==> src/rtl/hazard_scoreboard.sv <==
// rtl/hazard_scoreboard.sv - RAW hazard scoreboard: tracks post-ID writers, drives stall and forwarding selects.
// Optional stall statistics counters: define HAZARD_SCOREBOARD_STATS_EN.
module hazard_scoreboard #(
    parameter int REG_AW = 4,
    parameter int STAGES = 3,
    parameter int SEL_W  = 2
) (
    input  logic              clk,
    input  logic              rst,
    input  logic              id_valid,
    input  logic              id_wb_en,
    input  logic              id_mem_read,
    input  logic [REG_AW-1:0] id_dest,
    input  logic [REG_AW-1:0] src1,
    input  logic [REG_AW-1:0] src2,
    input  logic              two_src,
    input  logic              flush,
    input  logic              fwd_en,
    output logic              stall,
    output logic [SEL_W-1:0]  sel_src1,
    output logic [SEL_W-1:0]  sel_src2,
    output logic              load_use
`ifdef HAZARD_SCOREBOARD_STATS_EN
    ,
    output logic [15:0]       stall_cnt,
    output logic [15:0]       load_use_cnt
`endif
);

    logic [STAGES-1:0] ent_valid;
    logic [STAGES-1:0] ent_wb_en;
    logic [REG_AW-1:0] ent_dest [STAGES];
    // Only EXE ever needs mem_read: once a load leaves EXE its data is forwardable.
    logic              exe_mem_read;

    logic [STAGES-1:0] match1;
    logic [STAGES-1:0] match2;
    logic              load_stall;
    logic              nofwd_stall;

    always_ff @(posedge clk) begin
        if (rst) begin
            ent_valid    <= '0;
            ent_wb_en    <= '0;
            exe_mem_read <= 1'b0;
            for (int k = 0; k < STAGES; k++) begin
                ent_dest[k] <= '0;
            end
        end else begin
            if (!stall && !flush) begin
                ent_valid[0] <= id_valid;
                ent_wb_en[0] <= id_wb_en;
                exe_mem_read <= id_mem_read;
                ent_dest[0]  <= id_dest;
            end else begin
                ent_valid[0] <= 1'b0;
                ent_wb_en[0] <= 1'b0;
                exe_mem_read <= 1'b0;
                ent_dest[0]  <= id_dest;
            end
            for (int k = 1; k < STAGES; k++) begin
                ent_valid[k] <= ent_valid[k-1];
                ent_wb_en[k] <= ent_wb_en[k-1];
                ent_dest[k]  <= ent_dest[k-1];
            end
        end
    end

    always_comb begin
        match1 = '0;
        match2 = '0;
        for (int k = 0; k < STAGES; k++) begin
            match1[k] = id_valid && ent_valid[k] && ent_wb_en[k] && (ent_dest[k] == src1);
            match2[k] = id_valid && ent_valid[k] && ent_wb_en[k] && (ent_dest[k] == src2) && two_src;
        end
    end

    always_comb begin
        load_stall  = (match1[0] || match2[0]) && exe_mem_read;
        // WB writes the register file before ID reads it, so the last stage never stalls.
        nofwd_stall = 1'b0;
        for (int k = 0; k < STAGES - 1; k++) begin
            nofwd_stall = nofwd_stall || match1[k] || match2[k];
        end
    end

    always_comb begin
        sel_src1 = '0;
        sel_src2 = '0;
        stall    = 1'b0;
        load_use = 1'b0;
        if (fwd_en) begin
            // Walk oldest to youngest so the youngest producer wins.
            for (int k = STAGES - 1; k >= 0; k--) begin
                if (match1[k]) sel_src1 = SEL_W'(k + 1);
                if (match2[k]) sel_src2 = SEL_W'(k + 1);
            end
            stall    = load_stall;
            load_use = load_stall;
        end else begin
            stall = nofwd_stall;
        end
    end

`ifdef HAZARD_SCOREBOARD_STATS_EN
    always_ff @(posedge clk) begin
        if (rst) begin
            stall_cnt    <= '0;
            load_use_cnt <= '0;
        end else begin
            if (stall && stall_cnt != 16'hFFFF) begin
                stall_cnt <= stall_cnt + 16'd1;
            end
            if (load_use && load_use_cnt != 16'hFFFF) begin
                load_use_cnt <= load_use_cnt + 16'd1;
            end
        end
    end
`endif

endmodule

==> config.mk <==
export PLATFORM = sky130hd
export DESIGN_NAME = hazard_scoreboard
export DESIGN_NICKNAME = d
export VERILOG_FILES = /design/src/rtl/hazard_scoreboard.sv
export SDC_FILE = /design/constraint.sdc
export NUM_CORES = 1
export LEC_CHECK = 0
export ABC_AREA = 1
export CAP_MARGIN = 20
export CORE_MARGIN = 2
export CORE_UTILIZATION = 40
export CTS_BUF_LIST = sky130_fd_sc_hd__clkbuf_2
export DETAILED_ROUTE_END_ITERATION = 12
export HOLD_SLACK_MARGIN = 0.12
export PLACE_DENSITY = 0.66
export SLEW_MARGIN = 15
export SYNTH_ARGS = -nofsm -noshare
export SYNTH_HDL_FRONTEND = slang
export SYNTH_SLANG_ARGS = --single-unit
==> constraint.sdc <==
create_clock -name clk -period 3.3 [get_ports clk]
set_clock_uncertainty 0.1 [all_clocks]
set_input_delay 0.33 -clock clk [delete_from_list [all_inputs] [get_ports clk]]
set_output_delay 0.33 -clock clk [all_outputs]
set_load 0.1 [all_outputs]
# ---- Yosys cells after proc, flatten, opt, wreduce, memory -nomap -nowiden
# Memory sizes are Yosys's and may differ from the RTL's.
# Index checks and enable logic that the tools add are counted.
dict set report word_totals {
  input_bits 20
  memories 1
  out_inout_bits 6
  mem_bits_rw 12
  word_cells 63
  ff_bits 7
}
dict set report op_classes {
  eq_ne 6
  n_reduce_logical 23
  n_mux 23
  n_bitwise 5
}
# memory depth width rd rd_clocked_by_memory_dff wr line
set memory_table {}
lappend memory_table {ent_dest 3 4 3 0 3 32} ;# logic [REG_AW-1:0] ent_dest [STAGES];
# cell n
set ops {}
lappend ops {{$eq 4x4->1} 6}
lappend ops {{$logic_and 1x1->1} 17}
lappend ops {{$mux 2} 8}
lappend ops {{$mux 4} 4}
lappend ops {{$mux 1} 11}
lappend ops {{$or 1x1->1} 4}
lappend ops {{$logic_or 1x1->1} 3}
lappend ops {{$logic_not 1->1} 2}
lappend ops {{$reduce_or 2->1} 1}
lappend ops {{$not 1->1} 1}

# ---- Depth between registers and ports, before layout
dict set report depth {
  ltp_word 15
  ltp_mapped 11
}

# ---- Worst setup path after synthesis
# Ideal clock, no wire load.
dict set report synth_timing {
  path_type {flip-flop to output port}
  startpoint {memory ent_dest[2][3], in the netlist ent_dest[0][11]}
  endpoint {output sel_src2[0]}
  stages_incl_launch_ff 4
  slack_ns 0.597
  t_arrival_ns 2.273
  n_path_buf 0
  cell_sequence {edfxtp_1 > a211oi_1 > nand4_1 > a21oi_1}
}
# element line
set synth_rtl {}
lappend synth_rtl {{from (decl)} 32}
lappend synth_rtl {{to (decl)} 21} ;# output logic [SEL_W-1:0] sel_src2,

# ---- Worst setup path in the final report
dict set report layout_timing {
  startpoint {input src1[0]}
  endpoint {output stall}
}
dict set report layout_between {
  elab_chain_cells 6
  elab_cells_between_ends 9
}
# element line
set layout_rtl {}
lappend layout_rtl {{from (decl)} 14} ;# input logic [REG_AW-1:0] src1,
lappend layout_rtl {{$eq 4x4->1} 73} ;# match1[k] = id_valid && ent_valid[k] && ent_wb_en[k] && (ent_dest[k] == src1);
lappend layout_rtl {{$logic_and 1x1->1} 73}
lappend layout_rtl {{$logic_or 1x1->1} {79, 83}}
lappend layout_rtl {{$logic_or 1x1->1 (2 in series)} 83} ;# nofwd_stall = nofwd_stall || match1[k] || match2[k];
lappend layout_rtl {{$mux 1 (*)} 92} ;# if (fwd_en) begin
lappend layout_rtl {{to (decl)} 19} ;# output logic stall,
# Every way passes the cells marked *; elsewhere a longest branch is shown, timed or not.

==> impl_metrics.env <==
export IMPL_grt_pass1_vias=987
export IMPL_met3_usage_pct=2.68
export IMPL_hold_viol_final=0
export IMPL_maxSlewHeadroom_pct=57.8
export IMPL_n_antenna_cell=0
export IMPL_grt_busiest_layer="met2"
export IMPL_post_synth_top_count_cell="nand2_1"
export IMPL_met2_usage_pct=26.3
export IMPL_min_period_over_period_pct=70.5
export IMPL_crit_path_start_kind="primary input"
export IMPL_core_um2=2760
export IMPL_run_status="finished, final reports clean"
export IMPL_drive_gt1_share_pct=12.6
export IMPL_final_area_um2=1480
export IMPL_postSynthAreaPerCell_um2=6.89
export IMPL_ys_warnings_count=0
export IMPL_die_w_um=57.8
export IMPL_cts_tree="done"
export IMPL_cts_max_level=1
export IMPL_grt_pass1_wl_mm=4.13
export IMPL_p_comb_share_pct=19.2
export IMPL_critPathMaxFanout=4
export IMPL_synth_edff_count=12
export IMPL_p_leak_nw=0.754
export IMPL_ios=26
export IMPL_place_inst=233
export IMPL_cts_hold_buf=0
export IMPL_syn_area_um2=1160
export IMPL_p_switching_uw=129
export IMPL_tns_ps=0
export IMPL_yosysUniqueCellTypes=21
export IMPL_required_ps=2870
export IMPL_ir_drop_mv=0.213
export IMPL_powerDensity_nw_per_um2=317
export IMPL_initial_core_util_pct=42.0
export IMPL_worstPathArrival_ps=1890
export IMPL_fin_nets=227
export IMPL_die_y_um=57.8
export IMPL_clock_sinks=19
export IMPL_maxSlewViolCount=0
export IMPL_grt_use_met1_pct=21.7
export IMPL_synth_seq_area_share_pct=43.2
export IMPL_hpwl_mm=2.00
export IMPL_port_buffers=25
export IMPL_rsz0062_at_grt="false"
export IMPL_power_frac_clock_pct=22.1
export IMPL_dpl_cell_area_um2=1460
export IMPL_fmaxAchievable_ghz=0.430
export IMPL_clk_latency_ps=310
export IMPL_postRouteAntennaNets=0
export IMPL_final_core_util_pct=53.8
export IMPL_ys_top_cells_by_count="nand2_1, nor2_1, inv_1, edfxtp_1"
export IMPL_grt_antenna_before_repair=0
export IMPL_yosysTopAreaCell="edfxtp_1"
export IMPL_drtPass1Iterations=4
export IMPL_num_vias=1088
export IMPL_power_uw=470
export IMPL_p_sw_share_pct=27.4
export IMPL_r2r_slack_ps=1840
export IMPL_drc=0
export IMPL_ctsLongestPathBuffers=2
export IMPL_grt_max_degree=18
export IMPL_numCtsBuffers=3
export IMPL_drt_iter0_markers=16
export IMPL_synth_area_leaders="edfxtp_1, nand2_1, dfxtp_1, nor2_1, inv_1"
export IMPL_p_int_uw=341
export IMPL_dieArea_um2=3340
export IMPL_setup_viol=0
export IMPL_synthArstFlopShare_pct=0
export IMPL_fin_cells=237
export IMPL_wire_per_inst_um=10.2
export IMPL_yosysTopAreaCellShare_pct=31.1
export IMPL_area_delta_synth_final_pct=28.2
export IMPL_rows=19
export IMPL_path_class="primary input to output port"
export IMPL_gp_congestion=0.823
export IMPL_seqPwrFrac_pct=58.7
export IMPL_tightest_slew_ps=631
export IMPL_cts_setup_buffers=0
export IMPL_fin_crit_ps=2320
export IMPL_grt_overflow=0
export IMPL_wl_mm=2.42
export IMPL_synthCells=168
export IMPL_synth_seq_cells=19
export IMPL_synth_flop_cell="edfxtp_1"
export IMPL_track_usage_pct=16.2
export IMPL_clkTransAtPathRegs_ps=170
export IMPL_vias_per_cell=4.59
export IMPL_maxCapViolations=0
export IMPL_hold_class="flop to flop"
export IMPL_root_buffer="clkbuf_2"
export IMPL_crit_path_end_kind="output port"
export IMPL_cts_resized=0
worst max-delay path, stage by stage:
cell and delay [ps]:
clkdlybuf4s50_1 560, inv_2 50, nand2_1 60, nand2_1 50, nor2_1 140, nand3_2 120
nand2_2 90, nand2_2 60, nand2_2 60, nand2_2 60, inv_1 50, buf_4 270
layer usage:
| layer | share of wire (%) | vias up |
|---|---|---|
| met5 | 0 | - |
| met4 | 1.5 | 0 |
| met3 | 4.8 | 5 |
| met2 | 46 | 26 |
| met1 | 47 | 490 |
| li1 | - | 567 |
layout by cell type (no fill, tap or decap), drive strengths merged:
master	instances
a211oi	1
a21oi	6
and2	1
buf	6
clkbuf	4
clkdlybuf4s50	19
conb	12
dfxtp	7
edfxtp	12
inv	34
nand2	52
nand3	9
nand4	1
nor2	33
o21ai	1
o22ai	1
xnor2	5
xor2	2
path summary, 6_finish.rpt:
kind | from | endpoint | cells after the start
setup / recovery | src1[0] | stall | 12
hold / removal | ent_valid[1]$_SDFF_PP0_ | ent_valid[2]$_SDFF_PP0_ | 2
setup reg to reg | ent_dest[0][6]$_SDFFCE_PN0P_ | ent_wb_en[0]$_SDFF_PP0_ | 10
hold reg to reg | ent_valid[1]$_SDFF_PP0_ | ent_valid[2]$_SDFF_PP0_ | 2
metrics by stage:
stage,setup slack (ps),hold WS (ps)
2_1_floorplan,597,303
3_3_place_gp,972,313
3_5_place_dp,952,317
4_1_cts,949,341
5_1_grt,829,356
6_report,975,341
power by group through the flow:
stage | clock (mW) | combinational [mW] | sequential [mW]
3_5_place_dp | 0 | 0.0901 | 0.281
3_3_place_gp | 0 | 0.0897 | 0.281
5_1_grt | 0.117 | 0.103 | 0.278
4_1_cts | 0.107 | 0.0904 | 0.276
6_report | 0.104 | 0.0904 | 0.276
2_1_floorplan | 0 | 0.0522 | 0.279
logic make-up (layout without fill, tap and decap cells):
group / count (synthesis) / in the layout / share of synthesized area (%)
AO/OA/AOI/OAI: 9 / 9 / 4.22
flip-flops: 19 / 19 / 43.2
buffers and inverters: 36 / 63 / 11.8
other: 1 / 12 / 0.324
XOR/XNOR: 7 / 7 / 5.30
AND/OR/NAND/NOR: 96 / 96 / 35.1
flip-flops by register name, indices dropped and copies added, names as in the netlist:
signal	count
ent_dest	12
ent_valid	3
ent_wb_en	3
exe_mem_read	1
final cells by class:
| cell class | instances | area (um^2) |
|---|---|---|
| fill | 286 | 1270 |
| multi-input combinational | 124 | 562 |
| sequential | 19 | 500 |
| timing repair buffer | 25 | 235 |
| inverter | 34 | 128 |
| tap | 31 | 38.8 |
| clock buffer | 4 | 20.0 |
Power figures use the tool's default switching activity.
